===== src/rtl/transmitter.sv =====
// transmitter: UART transmit block.
// Sends one byte per request as start bit (0), 8 data bits LSB first,
// an optional odd-parity bit and a stop bit (1), with bit timing taken
// from an internal divider on the system clock.
// Build option: define TX_PARITY_EN to include the odd-parity bit
// (11-bit frame); leave it undefined for a 10-bit frame without parity.
module transmitter #(
    parameter int CLKS_PER_BIT = 434
) (
    input  logic       sys_clk,
    input  logic       rst_n,
    input  logic       tx_start,
    input  logic [7:0] parallel_data_in,
    output logic       serial_data_out,
    output logic       busy,
    output logic       tx_done
);

    // Divider counts 0..CLKS_PER_BIT-1; keep at least one bit for tiny dividers.
    localparam int DIV_W = (CLKS_PER_BIT > 2) ? $clog2(CLKS_PER_BIT) : 1;
    localparam logic [DIV_W-1:0] DIV_LAST = DIV_W'(CLKS_PER_BIT - 1);

    typedef enum logic [2:0] {
        IDLE,
        START,
        DATA,
        PARITY,
        STOP
    } state_t;

    state_t           state_q, state_d;
    logic [DIV_W-1:0] divCnt_q, divCnt_d;
    logic [2:0]       bitCnt_q, bitCnt_d;
    logic [7:0]       shift_q, shift_d;
    logic             line_q, line_d;
    logic             busy_q, busy_d;
    logic             done_q, done_d;
`ifdef TX_PARITY_EN
    logic             parity_q, parity_d;
`endif

    logic bitBoundary;

    // The current bit period ends on the edge where the divider reaches its last count.
    always_comb begin
        bitBoundary = (divCnt_q == DIV_LAST);
    end

    // Next-state and output decode: one bit period per state, data state repeated 8 times.
    always_comb begin
        state_d  = state_q;
        divCnt_d = divCnt_q;
        bitCnt_d = bitCnt_q;
        shift_d  = shift_q;
        line_d   = line_q;
        busy_d   = busy_q;
        done_d   = 1'b0;
`ifdef TX_PARITY_EN
        parity_d = parity_q;
`endif

        if (state_q != IDLE) begin
            divCnt_d = bitBoundary ? '0 : divCnt_q + DIV_W'(1);
        end

        case (state_q)
            IDLE: begin
                line_d = 1'b1;
                busy_d = 1'b0;
                if (tx_start) begin
                    shift_d  = parallel_data_in;
                    busy_d   = 1'b1;
                    line_d   = 1'b0;
                    divCnt_d = '0;
                    bitCnt_d = 3'd0;
                    state_d  = START;
`ifdef TX_PARITY_EN
                    parity_d = ~^parallel_data_in;
`endif
                end
            end

            START: begin
                if (bitBoundary) begin
                    line_d   = shift_q[0];
                    bitCnt_d = 3'd0;
                    state_d  = DATA;
                end
            end

            DATA: begin
                if (bitBoundary) begin
                    shift_d = {1'b0, shift_q[7:1]};
                    if (bitCnt_q == 3'd7) begin
                        bitCnt_d = 3'd0;
`ifdef TX_PARITY_EN
                        line_d  = parity_q;
                        state_d = PARITY;
`else
                        line_d  = 1'b1;
                        state_d = STOP;
`endif
                    end else begin
                        bitCnt_d = bitCnt_q + 3'd1;
                        line_d   = shift_q[1];
                    end
                end
            end

`ifdef TX_PARITY_EN
            PARITY: begin
                if (bitBoundary) begin
                    line_d  = 1'b1;
                    state_d = STOP;
                end
            end
`endif

            STOP: begin
                if (bitBoundary) begin
                    line_d  = 1'b1;
                    busy_d  = 1'b0;
                    done_d  = 1'b1;
                    state_d = IDLE;
                end
            end

            default: begin
                line_d  = 1'b1;
                busy_d  = 1'b0;
                state_d = IDLE;
            end
        endcase
    end

    // State and output registers; reset forces the line idle and drops any partial frame.
    always_ff @(posedge sys_clk or negedge rst_n) begin
        if (!rst_n) begin
            state_q  <= IDLE;
            divCnt_q <= '0;
            bitCnt_q <= 3'd0;
            shift_q  <= 8'd0;
            line_q   <= 1'b1;
            busy_q   <= 1'b0;
            done_q   <= 1'b0;
        end else begin
            state_q  <= state_d;
            divCnt_q <= divCnt_d;
            bitCnt_q <= bitCnt_d;
            shift_q  <= shift_d;
            line_q   <= line_d;
            busy_q   <= busy_d;
            done_q   <= done_d;
        end
    end

`ifdef TX_PARITY_EN
    // Parity bit is fixed from the byte captured at accept time.
    always_ff @(posedge sys_clk or negedge rst_n) begin
        if (!rst_n) begin
            parity_q <= 1'b0;
        end else begin
            parity_q <= parity_d;
        end
    end
`endif

    assign serial_data_out = line_q;
    assign busy            = busy_q;
    assign tx_done         = done_q;

endmodule


===== config.mk =====
export PLATFORM = sky130hd
export DESIGN_NAME = transmitter
export DESIGN_NICKNAME = d
export VERILOG_FILES = /design/src/rtl/transmitter.sv
export SDC_FILE = /design/constraint.sdc
export NUM_CORES = 1
export LEC_CHECK = 0
export ABC_AREA = 1
export CAP_MARGIN = 20
export CORE_MARGIN = 5
export CORE_UTILIZATION = 45
export CTS_CLUSTER_DIAMETER = 150
export DETAILED_ROUTE_END_ITERATION = 10
export DONT_BUFFER_PORTS = 1
export PLACE_DENSITY = 0.66
export SLEW_MARGIN = 15
export SYNTH_ARGS = -nofsm -noshare
export SYNTH_HDL_FRONTEND = slang
export SYNTH_SLANG_ARGS = --single-unit

===== constraint.sdc =====
create_clock -name sys_clk -period 1.74 [get_ports sys_clk]
set_input_delay 0.348 -clock sys_clk [delete_from_list [all_inputs] [get_ports sys_clk]]
set_output_delay 0.348 -clock sys_clk [all_outputs]
set_load 0.02 [all_outputs]

**Yosys cells after proc, flatten, opt, wreduce, memory -nomap -nowiden**

Cells that the tools add are included.

- Bits of input ports: 11
- Flip-flop bits (word level): 26
- Logic and storage cells: 58
- Output and inout port bits: 3

- Add/subtract/negate cells: 2
- Bitwise gates (word level): 1
- Equality and inequality tests: 10
- Mux-type cells: 28
- Reduce and logical (&&, ||, !) cells: 10

Operators with widths:

| cell | number |
|---|---|
| $mux W9 | 4 |
| $mux W3 | 8 |
| $mux W8 | 2 |
| $pmux W8 S2 | 1 |
| $pmux W3 S4 | 1 |
| $ne A2 B2 Y1 const B | 5 |
| $add A9 B1 Y9 const B | 1 |
| $eq A9 B9 Y1 const B | 1 |
| $mux W1 | 9 |
| $pmux W3 S3 | 1 |
| $eq A3 B3 Y1 const B | 2 |
| $reduce_and A3 Y1 | 2 |
| $reduce_bool A3 Y1 | 2 |
| $reduce_and A5 Y1 | 1 |
| $pmux W1 S4 | 1 |
| $reduce_and A4 Y1 | 1 |
| $add A3 B1 Y3 const B | 1 |
| $eq A3 B1 Y1 const B | 1 |
| $eq A3 B2 Y1 const B | 1 |
| $logic_not A3 Y1 | 1 |
| $pmux W1 S3 | 1 |
| $reduce_and A2 Y1 | 1 |
| $reduce_bool A2 Y1 | 1 |
| $reduce_or A2 Y1 | 1 |
| $not A1 Y1 | 1 |

**Depth between registers and ports, before layout**

Gate-level depths: netlist (run 1).

- Depth in word-level cells: 5
- Mapped depth: 9
- Depth with buffers taken out: 9

**Worst setup path before layout (run 1)**

OpenSTA, ideal clock, no wires.

- Path kind: register -> register
- From: register divCnt_q[1]
- To: register shift_q[1]
- Clock period less this slack: 1329 ps
- Buffers on the path: 0
- Required time: 1623 ps
- Slack: 411 ps
- Arrival: 1212 ps
- Cell stages (with the launch flop): 10
- Path through: dfrtp_1 > inv_1 > ha_1 > nand2_1 > nor2_1 > nand2_2 > nand2_4 > nand3_4 > nand2_1 > nand2_1

- Cells in the longest elaborated chain, start to end: 3

RTL lines:

| what | line | RTL |
|---|---|---|
| start, declared | 32 | `logic [DIV_W-1:0] divCnt_q, divCnt_d;` |
| start signal, assigned | 148 | `divCnt_q <= divCnt_d;` |
| $eq A9 B9 Y1 | 46 | `bitBoundary = (divCnt_q == DIV_LAST);` |
| $ne A2 B2 Y1 (no source line) | n/a |  |
| $reduce_and A3 Y1 (no source line) | n/a |  |
| end signal, assigned | 150 | `shift_q <= shift_d;` |
| end, declared | 34 | `logic [7:0] shift_q, shift_d;` |

No other way between the ends.
A chain may end at the register's enable or synchronous reset.

**Worst setup path after layout (run 1)**

Same ends and word-level chain as after synthesis.

==> results of run 1 <==
-- flip-flops by register name (all words and copies together), names as in the netlist --
| name | flops |
|---|---|
| serial_data_out | 1 |
| divCnt_q | 9 |
| shift_q | 8 |
| busy | 1 |
| tx_done | 1 |
| bitCnt_q | 3 |
| state_q | 3 |
-- cells in the final DEF (no fill, tap or decap), drive strengths merged --
master / n
dlygate4sd3: 1
nor3: 1
o22ai: 4
buf: 4
dfrtp: 25
xnor2: 1
ha: 4
nand4: 1
inv: 18
a31oi: 1
a21oi: 1
dfstp: 1
o21ai: 12
nor2: 8
nand3: 20
nor4: 1
clkbuf: 4
nand3b: 1
nand2: 87
xor2: 3
-- through the flow --
step | hold WS, ns | area, sq um | worst slack [ns] | cells | util
after floorplan | 0.05241 | 1461 | 0.4115 | 192 | -
after global placement | 0.05323 | 1515 | 0.3057 | 236 | 0.4923
after detailed placement | 0.05321 | 1515 | 0.2378 | 236 | 0.4923
after CTS | 0.2367 | 1582 | 0.2193 | 242 | 0.5138
after global routing | 0.2546 | 1582 | 0.05157 | 242 | 0.5138
final | 0.2411 | 1582 | 0.2164 | 242 | 0.5138
-- final timing paths --
path | endpoint | cells after the start
worst min register to register | shift_q[5] | 2
worst max-delay path | shift_q[1] | 9
worst min-delay path | shift_q[3] | 4
worst max register to register | shift_q[1] | 9
min in group asynchronous | divCnt_q[6] | 2
max in group asynchronous | serial_data_out | 2
-- critical path, cell delays in order, from the launching register on --
cell and delay (ns):
sky130_fd_sc_hd__dfrtp_1 0.42, sky130_fd_sc_hd__inv_1 0.08, sky130_fd_sc_hd__ha_1 0.14, sky130_fd_sc_hd__nand2_1 0.05, sky130_fd_sc_hd__nor2_1 0.16, sky130_fd_sc_hd__nand2_2 0.17
sky130_fd_sc_hd__nand2_4 0.14, sky130_fd_sc_hd__nand3_4 0.12, sky130_fd_sc_hd__nand2_1 0.09, sky130_fd_sc_hd__nand2_1 0.05
-- routing by layer --
metal	global-route usage	vias up	routed length, um
met5	0	-	0
met4	0.03797	0	29
met3	0.02024	4	104
met2	0.2327	28	1229
met1	0.1858	563	1386
li1	-	626	-
-- kinds of logic after synthesis --
logic type                 Yosys count  synth area share
DFF                                 26            0.4461
adders and majority gates            4           0.03425
xor gates and xnor gates             4           0.02398
buffers and inverters               21           0.06249
AOI/OAI and AO/OA                   18           0.06592
and+or+nand+nor                    119            0.3673
-- where the power goes --
| group | switching (uW) | internal [uW] | total, uW |
|---|---|---|---|
| registers | 197 | 823 | 1020 |
| clock network | 186 | 128 | 314 |
| logic | 796 | 426 | 1220 |
-- cell type report --
class / count / area [sq um] / share of cell area
clock buffer: 4 / 36.28 / 0.02294
inverter: 18 / 67.56 / 0.04272
multi-input combinational: 145 / 718.2 / 0.4541
sequential: 26 / 651.9 / 0.4122
tap: 44 / 55.05 / 0.03481
timing repair buffer: 5 / 52.55 / 0.03323
==> run summary, run 1 <==
Count of cell types in the netlist: 28
Detailed placer's ending HPWL: 2087 um
Post-synth EDFFs: 0
Setup slack of the worst register-to-register path: 0.22 ns
Critical Path Fanout Max: 9
Share of the yosys chip area belonging to registers: 0.4461
Total Wirelength: 2751 um
Effective utilization at floorplan: 0.4748
Syn Nets: 207
Post CTS Setup Buffer Count: 0
Total power density per cell area: 1617 nW/um^2
Worst skew pair latency: 0.33 ns
Final hold viol count: 0
Post-synth top area cell: sky130_fd_sc_hd__dfrtp_1
Number of buffers created by CTS: 3
DRT antenna net count: 0
Total via count after detailed routing: 1221
Cell area after synthesis: 1461 sq um
Width of the die: 66.99 um
Number of DRC markers after the initial detailed-route iteration: 84
CTS tree: yes
Critical setup path kind: reg -> reg
Leading cell type by number of instances after synthesis: sky130_fd_sc_hd__nand2_1
Worst setup skew after layout: 0.009892 ns
Inserted Diodes: 0
Max H-tree Level: 1
Post-synthesis cell count: 192
Number of input and output port buffers inserted: 0
DRC violations left: 0
Die extent in y: 66.99 um
Outcome: finished clean
Worst setup EP type: flop
Core outline area: 3078 sq um
Slew of the pin with the lowest slew margin: 0.3454 ns
Total GRT Usage: 0.1391
Arrival time at the worst endpoint: 1.76 ns
Finish-stage setup viols: 0
Sum of internal, switching and leakage power: 2557 uW
Final Cycle Share: 0.8757
GP Congestion: 0.8100
Dominant synthesized flop cell: sky130_fd_sc_hd__dfrtp_1
Layout Nets: 214
Count of cells resized by post-cts repair: 0
Hold Path Class: in -> reg
Maximum achievable frequency: 0.6563 GHz
Sum of negative setup slack: 0 ns
Proportion of layout cells with a drive suffix above 1: 0.1162
Number of max-slew violations in the final report: 0
Clock buffer depth: 2
Standby leakage power: 0.0008262 uW
1st-pass router iterations: 4
Proportion of netlist area held by the largest area contributor: 0.4281
Wirelength per Cell: 11.37 um
Worst rel slew slack: 0.7689
RSZ-0062 raised after global routing: false
Post-synthesis register bit count: 26
Sink count of the clock tree: 26
Worst flop-to-flop path startpoint: divCnt_q[1]
Pin count of the biggest net entering global routing: 27
Reg clk slew, reported paths: 0.15 ns
Worst Path Required: 1.97 ns
Cell row count: 20
Die area: 4487 sq um
Time the final worst path needs with I/O delays and setup: 1.524 ns
Maximum VDD drop: 0.6032 mV
Avg Vias per Cell: 5.045
Max-Cap Viols: 0
Per-instance average area after synthesis: 7.611 sq um
Fraction of registers with async set/reset: 1.000
Boundary Pins: 14
Critical hold path startpoint: parallel_data_in[3]
Yosys warns: 0
Global-route wire length before repair: 4864 um
Initial antenna violation count: 0
Filler cells: 308
Number of hold-repair buffers added at the cts stage: 2
Signed area change from the synthesized netlist to the final layout: 8.219%
Top post-synthesis cells by area: sky130_fd_sc_hd__dfrtp_1 43%, sky130_fd_sc_hd__nand2_1 20%, sky130_fd_sc_hd__nand3_1 6.2%, sky130_fd_sc_hd__inv_1 4.4%, sky130_fd_sc_hd__ha_1 3.4%
Clock root buffer master: sky130_fd_sc_hd__clkbuf_4
Overflow after GRT: 0
Most common library cells after synthesis: 79 x sky130_fd_sc_hd__nand2_1, 25 x sky130_fd_sc_hd__dfrtp_1, 18 x sky130_fd_sc_hd__nand3_1
Vias in the first global route: 1138
Crit path launch: divCnt_q[1]
Worst Setup Start Kind: flop
(Power assumes the default switching activity.)
==> run 2, diff against run 1 <==
Settings changed: CORE_UTILIZATION 45 to 58, PLACE_DENSITY 0.66 to 0.8, TNS_END_PERCENT set to 100.
==> run 2 against run 1 <==
  * Via count grew 2.0%
  * Design area shrank 1.1%
  * Combinational power is essentially flat
  * Hold slack improved by 0.0012 ns
  * Largest power group unchanged
  * Critical path depth is the same
  * First-iteration DRC count shrank 48%
  * Sequential share of layout area rose by 0.46 points
  * Critical path type unchanged
==> run summary, run 2 (synthesized netlist as in run 1, its figures left out) <==
Outcome: finished clean
Max-Cap Viols: 0 (unchanged)
Sum of negative setup slack: 0 ns (unchanged)
Finish-stage setup viols: 0 (unchanged)
Family with the most delay on the worst path: simple AND/OR/NAND/NOR gates
Critical Path Fanout Max: 9 (unchanged)
Final Cycle Share: 0.8838 (+0.008130)
Worst Path Required: 1.96 ns (about the same)
Clock root buffer master: sky130_fd_sc_hd__clkbuf_4
Die extent in y: 60.20 um (-10%)
Worst setup margin: 0.2022 ns (-0.01415 ns)
Reg2Reg Depth: 9 (unchanged)
Buffer and inverter count on the worst path: 1 (unchanged)
Clock buffer depth: 2 (unchanged)
1st-pass router iterations: 4 (unchanged)
Critical Path, Cell by Cell: inv_1 -> ha_1 -> nand2_1 -> nor2_1 -> nand2_2 -> nand2_4 -> nand3_4 -> nand2_1 -> nand2_1
Boundary Pins: 14 (unchanged)
Initial antenna violation count: 0 (unchanged)
Number of max-slew violations in the final report: 0 (unchanged)
Layout Nets: 214 (unchanged)
Number of DRC markers after the initial detailed-route iteration: 44 (-48%)
Critical hold path startpoint: parallel_data_in[7]
Maximum VDD drop: 0.9914 mV (+64%)
Standby leakage power: 0.0008262 uW (unchanged)
Time the final worst path needs with I/O delays and setup: 1.538 ns (+0.01415 ns)
Register containing the most flip-flops in the final layout: divCnt_q
Total Wirelength: 2786 um (+1.3%)
Vias in the first global route: 1205 (+5.9%)
Count of cells along the worst hold path: 4 (unchanged)
Width of the die: 60.20 um (-10%)
Finished layout cell area: 1564 sq um (-1.1%)
Inserted Diodes: 0 (unchanged)
DRC violations left: 0 (unchanged)
Die area: 3623 sq um (-19%)
DP Area: 1498 sq um (-1.2%)
Worst flop-to-flop path startpoint: divCnt_q[1]
Avg Vias per Cell: 5.461 (+8.2%)
Setup slack of the worst register-to-register path: 0.20 ns (about the same)
CTS tree: yes
Total power density per cell area: 1632 nW/um^2 (+0.94%)
Number of buffers created by CTS: 3 (unchanged)
Total GRT Usage: 0.1825 (+0.04345)
Reg clk slew, reported paths: 0.14 ns (about the same)
Max H-tree Level: 1 (unchanged)
Effective utilization at floorplan: 0.6008 (+0.1260)
Worst setup EP type: flop
Proportion of layout cells with a drive suffix above 1: 0.1162 (unchanged)
RSZ-0062 raised after global routing: false
Number of input and output port buffers inserted: 0 (unchanged)
Endpoint of the worst register-to-register path: shift_q[0]
Biggest cell delay along the critical path: 0.42 ns (about the same)
Highest-count cells in the layout ignoring fill and taps: 79 x sky130_fd_sc_hd__nand2_1, 25 x sky130_fd_sc_hd__dfrtp_1, 18 x sky130_fd_sc_hd__nand3_1
Most frequent cell on the critical path: sky130_fd_sc_hd__nand2_1
Share of the core filled with cells in the final layout: 0.6430 (+0.1292)
Maximum achievable frequency: 0.6503 GHz (-0.92%)
Levels on crit path: 9 (unchanged)
Post CTS Setup Buffer Count: 0 (unchanged)
Arrival time at the worst endpoint: 1.75 ns (about the same)
Overflow after GRT: 0 (unchanged)
Core outline area: 2432 sq um (-21%)
Slowest library cell on the worst path: sky130_fd_sc_hd__dfrtp_1
Worst Hold Path EP: shift_q[7]
Global-route wire length before repair: 5030 um (+3.4%)
DRT antenna net count: 0 (unchanged)
GP Congestion: 0.8428 (+4.0%)
Critical setup path kind: reg -> reg
Slew of the pin with the lowest slew margin: 0.4238 ns (+0.07835 ns)
Number of flip-flops in the largest register: 9 (unchanged)
Hold Path Class: in -> reg
Largest registers in the final layout: divCnt_q x9, shift_q x8
Worst rel slew slack: 0.7164 (-0.05242)
Pin count of the biggest net entering global routing: 27 (unchanged)
Post-place setup slack: 0.2249 ns (-0.01284 ns)
Final hold viol count: 0 (unchanged)
Signed area change from the synthesized netlist to the final layout: 7.021%
Cell row count: 18 (-10%)
Detailed placer's ending HPWL: 2112 um (+1.2%)
Worst skew pair latency: 0.31 ns (-0.02 ns)
Wirelength per Cell: 12.22 um (+7.5%)
Total via count after detailed routing: 1245 (+2.0%)
Worst Setup Start Kind: flop
Most frequent standard cell in the layout excluding fill and tap cells: sky130_fd_sc_hd__nand2_1
Worst setup skew after layout: 0.008096 ns (-0.001795 ns)
Sink count of the clock tree: 26 (unchanged)
[run 2: cell counts in the layout (fill, tap and decap cells not counted)]
Identical to the previous run, type by type.
[run 2: report_power, final]
part           total (uW)  leakage, uW  internal (uW)  switching [uW]
logic                1230     0.000475            426             807
registers            1020     0.000330            823             194
clock network         301    0.0000210            128             174
total                2550     0.000826           1380            1170
[run 2: how the worst max path moves through the flow]
stage	slack, ns	startpoint	end
floorplan	0.41	divCnt_q[1]	shift_q[1]
global placement	0.31	divCnt_q[1]	shift_q[7]
detailed placement	0.22	divCnt_q[1]	shift_q[0]
CTS	0.19	divCnt_q[1]	shift_q[0]
global route	0.05	divCnt_q[1]	shift_q[5]
finish	0.20	divCnt_q[1]	shift_q[0]
[run 2: stage by stage]
stage                     instances  hold WS (ns)  power (uW)
after floorplan                 192       0.05241        1992
after global placement          222       0.05316        2180
after detailed placement        222       0.05304        2250
after CTS                       228        0.2422        2571
after global routing            228        0.2433        2794
final                           228        0.2423        2552
[run 2: layout make-up]
class                           count  area (sq um)
Tap cell                           30         37.54
Timing Repair Buffer                5         52.55
Sequential cell                    26         651.9
Fill cell                         219         868.3
Inverter                           18         67.56
Clock buffer                        4         36.28
Multi-Input combinational cell    145         718.2
[run 2: timing repair]
item                      CTS  global route
gates resized for setup     0             0
hold buffers                2             0
hold endpoints to repair   26             0
[run 2: worst register-to-register path: cells and delay by family, from the launching register on]
family / cells / cell delay [ns]
and+or+nand+nor: 7 / 0.79
DFF: 1 / 0.42
adders and majority gates: 1 / 0.14
buffers and inverters: 1 / 0.08
[run 2: metal layers]
metal  wire length [um]  share of wire  vias up  track usage
li1                   -              -      624            -
met1               1282           0.46      584       0.2311
met2               1349           0.48       33       0.3179
met3                132          0.047        4      0.03240
met4                 21         0.0075        0      0.04747
met5                  0              0        -            0
==> run 3, diff against run 2 <==
Settings changed: GPL_TIMING_DRIVEN set to 0.
==> run 3 against run 2 <==
  * Critical endpoint is now shift_q[4]
  * Setup slack got worse by 0.067 ns
  * Sequential share of layout area about the same
  * Sequential cell count unchanged
  * Critical path type unchanged
==> run summary, run 3 (synthesized netlist as in run 1, its figures left out) <==
GP Congestion: 0.8294 (-1.6%)
Family with the most delay on the worst path: simple AND/OR/NAND/NOR gates
Buffer and inverter count on the worst path: 1 (unchanged)
Signed area change from the synthesized netlist to the final layout: 7.106% (about the same)
Overflow after GRT: 0 (unchanged)
Total GRT Usage: 0.1813 (-0.001183)
Clock root buffer master: sky130_fd_sc_hd__clkbuf_4
RSZ-0062 raised after global routing: false
Initial antenna violation count: 0 (unchanged)
Critical Path, Cell by Cell: inv_1 -> ha_1 -> nand2_1 -> nor2_1 -> nand2_2 -> nand2_4 -> nand3_4 -> nand2_1 -> nand2_1
Global-route wire length before repair: 5043 um (+0.26%)
Die area: 3623 sq um (unchanged)
Critical setup path kind: reg -> reg
Vias in the first global route: 1230 (+2.1%)
Worst setup skew after layout: 0.004135 ns (-0.003962 ns)
Cell row count: 18 (unchanged)
Die extent in y: 60.20 um (unchanged)
Slew of the pin with the lowest slew margin: 0.3437 ns (-0.08013 ns)
Sum of negative setup slack: 0 ns (unchanged)
Core outline area: 2432 sq um (unchanged)
Pin count of the biggest net entering global routing: 27 (unchanged)
Effective utilization at floorplan: 0.6008 (unchanged)
Number of DRC markers after the initial detailed-route iteration: 31 (-30%)
Maximum VDD drop: 1.045 mV (+5.4%)
Worst flop-to-flop path startpoint: divCnt_q[1]
Max-Cap Viols: 0 (unchanged)
Wirelength per Cell: 12.40 um (+1.5%)
Levels on crit path: 9 (unchanged)
Reg2Reg Depth: 9 (unchanged)
Count of cells resized by post-cts repair: 0 (unchanged)
Critical hold path startpoint: tx_start
Outcome: finished clean
Maximum achievable frequency: 0.6230 GHz (-4.2%)
Slowest library cell on the worst path: sky130_fd_sc_hd__dfrtp_1
Proportion of layout cells with a drive suffix above 1: 0.1162 (unchanged)
1st-pass router iterations: 4 (unchanged)
Biggest cell delay along the critical path: 0.43 ns (about the same)
Number of max-slew violations in the final report: 0 (unchanged)
Avg Vias per Cell: 5.386 (-1.4%)
Layout Nets: 214 (unchanged)
Boundary Pins: 14 (unchanged)
Crit path launch: divCnt_q[1]
Total via count after detailed routing: 1228 (-1.4%)
Register containing the most flip-flops in the final layout: divCnt_q
DP Area: 1499 sq um (about the same)
Number of flip-flops in the largest register: 9 (unchanged)
Arrival time at the worst endpoint: 1.83 ns (+0.08 ns)
Number of buffers created by CTS: 3 (unchanged)
Total Wirelength: 2827 um (+1.5%)
Reg clk slew, reported paths: 0.14 ns (about the same)
Number of input and output port buffers inserted: 0 (unchanged)
Critical Path Fanout Max: 9 (unchanged)
DRC violations left: 0 (unchanged)
Finish-stage setup viols: 0 (unchanged)
Detailed placer's ending HPWL: 2112 um (about the same)
Finished layout cell area: 1565 sq um (about the same)
Count of cells along the worst hold path: 2 (-2)
Worst rel slew slack: 0.7700 (+0.05362)
Post CTS Setup Buffer Count: 0 (unchanged)
Time the final worst path needs with I/O delays and setup: 1.605 ns (+0.06726 ns)
Worst Path Required: 1.97 ns (about the same)
Final hold viol count: 0 (unchanged)
Final Cycle Share: 0.9224 (+0.03866)
Worst skew pair latency: 0.32 ns (about the same)
Clock buffer depth: 2 (unchanged)
Total power density per cell area: 1643 nW/um^2 (+0.72%)
CTS tree: yes
Max H-tree Level: 1 (unchanged)
Sink count of the clock tree: 26 (unchanged)
Width of the die: 60.20 um (unchanged)
Hold Path Class: in -> reg
Most frequent standard cell in the layout excluding fill and tap cells: sky130_fd_sc_hd__nand2_1
Worst setup EP type: flop
Largest registers in the final layout: divCnt_q x9, shift_q x8
DRT antenna net count: 0 (unchanged)
Inserted Diodes: 0 (unchanged)
Worst Setup Start Kind: flop
Standby leakage power: 0.0008255 uW (about the same)
Most frequent cell on the critical path: sky130_fd_sc_hd__nand2_1
Highest-count cells in the layout ignoring fill and taps: 79 x sky130_fd_sc_hd__nand2_1, 25 x sky130_fd_sc_hd__dfrtp_1, 18 x sky130_fd_sc_hd__nand3_1
run 3: changes by cell type in the layout (fill, tap and decap cells not counted):
cell | before | now
sky130_fd_sc_hd__buf_6 | 0 | 1
sky130_fd_sc_hd__buf_4 | 3 | 1
sky130_fd_sc_hd__buf_2 | 0 | 1
run 3: power by group:
| group | internal [uW] | switching, uW |
|---|---|---|
| combinational | 427 | 814 |
| clock | 128 | 180 |
| sequential | 823 | 199 |
run 3: repair_timing:
action | 4_1_cts | 5_1_grt
hold buffers | 2 | 0
endpoints found under the setup margin | 0 | 0
hold endpoints to repair | 26 | 0
run 3: final timing paths:
kind                            slack [ns]              end
min in group asynchronous             0.43          tx_done
worst min register to register        0.49       shift_q[3]
worst max-delay path                  0.13       shift_q[4]
max in group asynchronous             1.08  serial_data_out
worst max register to register        0.13       shift_q[4]
worst min-delay path                  0.24       state_q[0]
run 3: final cells by class:
| class | instances | area, sq um |
|---|---|---|
| timing repair buffer | 2 | 30.03 |
| sequential | 26 | 651.9 |
| buffer | 3 | 23.77 |
| inverter | 18 | 67.56 |
| multi-input combinational | 145 | 718.2 |
| tap | 30 | 37.54 |
| clock buffer | 4 | 36.28 |
| fill | 216 | 867.1 |
run 3: per-stage QoR:
step,utilization,power [uW],std cells,hold slack (ns),worst slack [ns]
floorplan,-,1992,192,0.05241,0.4115
global placement,0.6163,2182,222,0.05325,0.2703
detailed placement,0.6163,2254,222,0.05315,0.1805
CTS,0.6435,2580,228,0.2429,0.1514
global route,0.6435,2811,228,0.2442,0.03929
finish,0.6435,2572,228,0.2427,0.1350
run 3: layer usage:
layer  wire [um]  up-vias  global-route usage
li1            -      622                   -
met1        1320      579              0.2290
met2        1345       22              0.3071
met3         117        5             0.02376
met4          43        0             0.07911
met5           0        -                   0
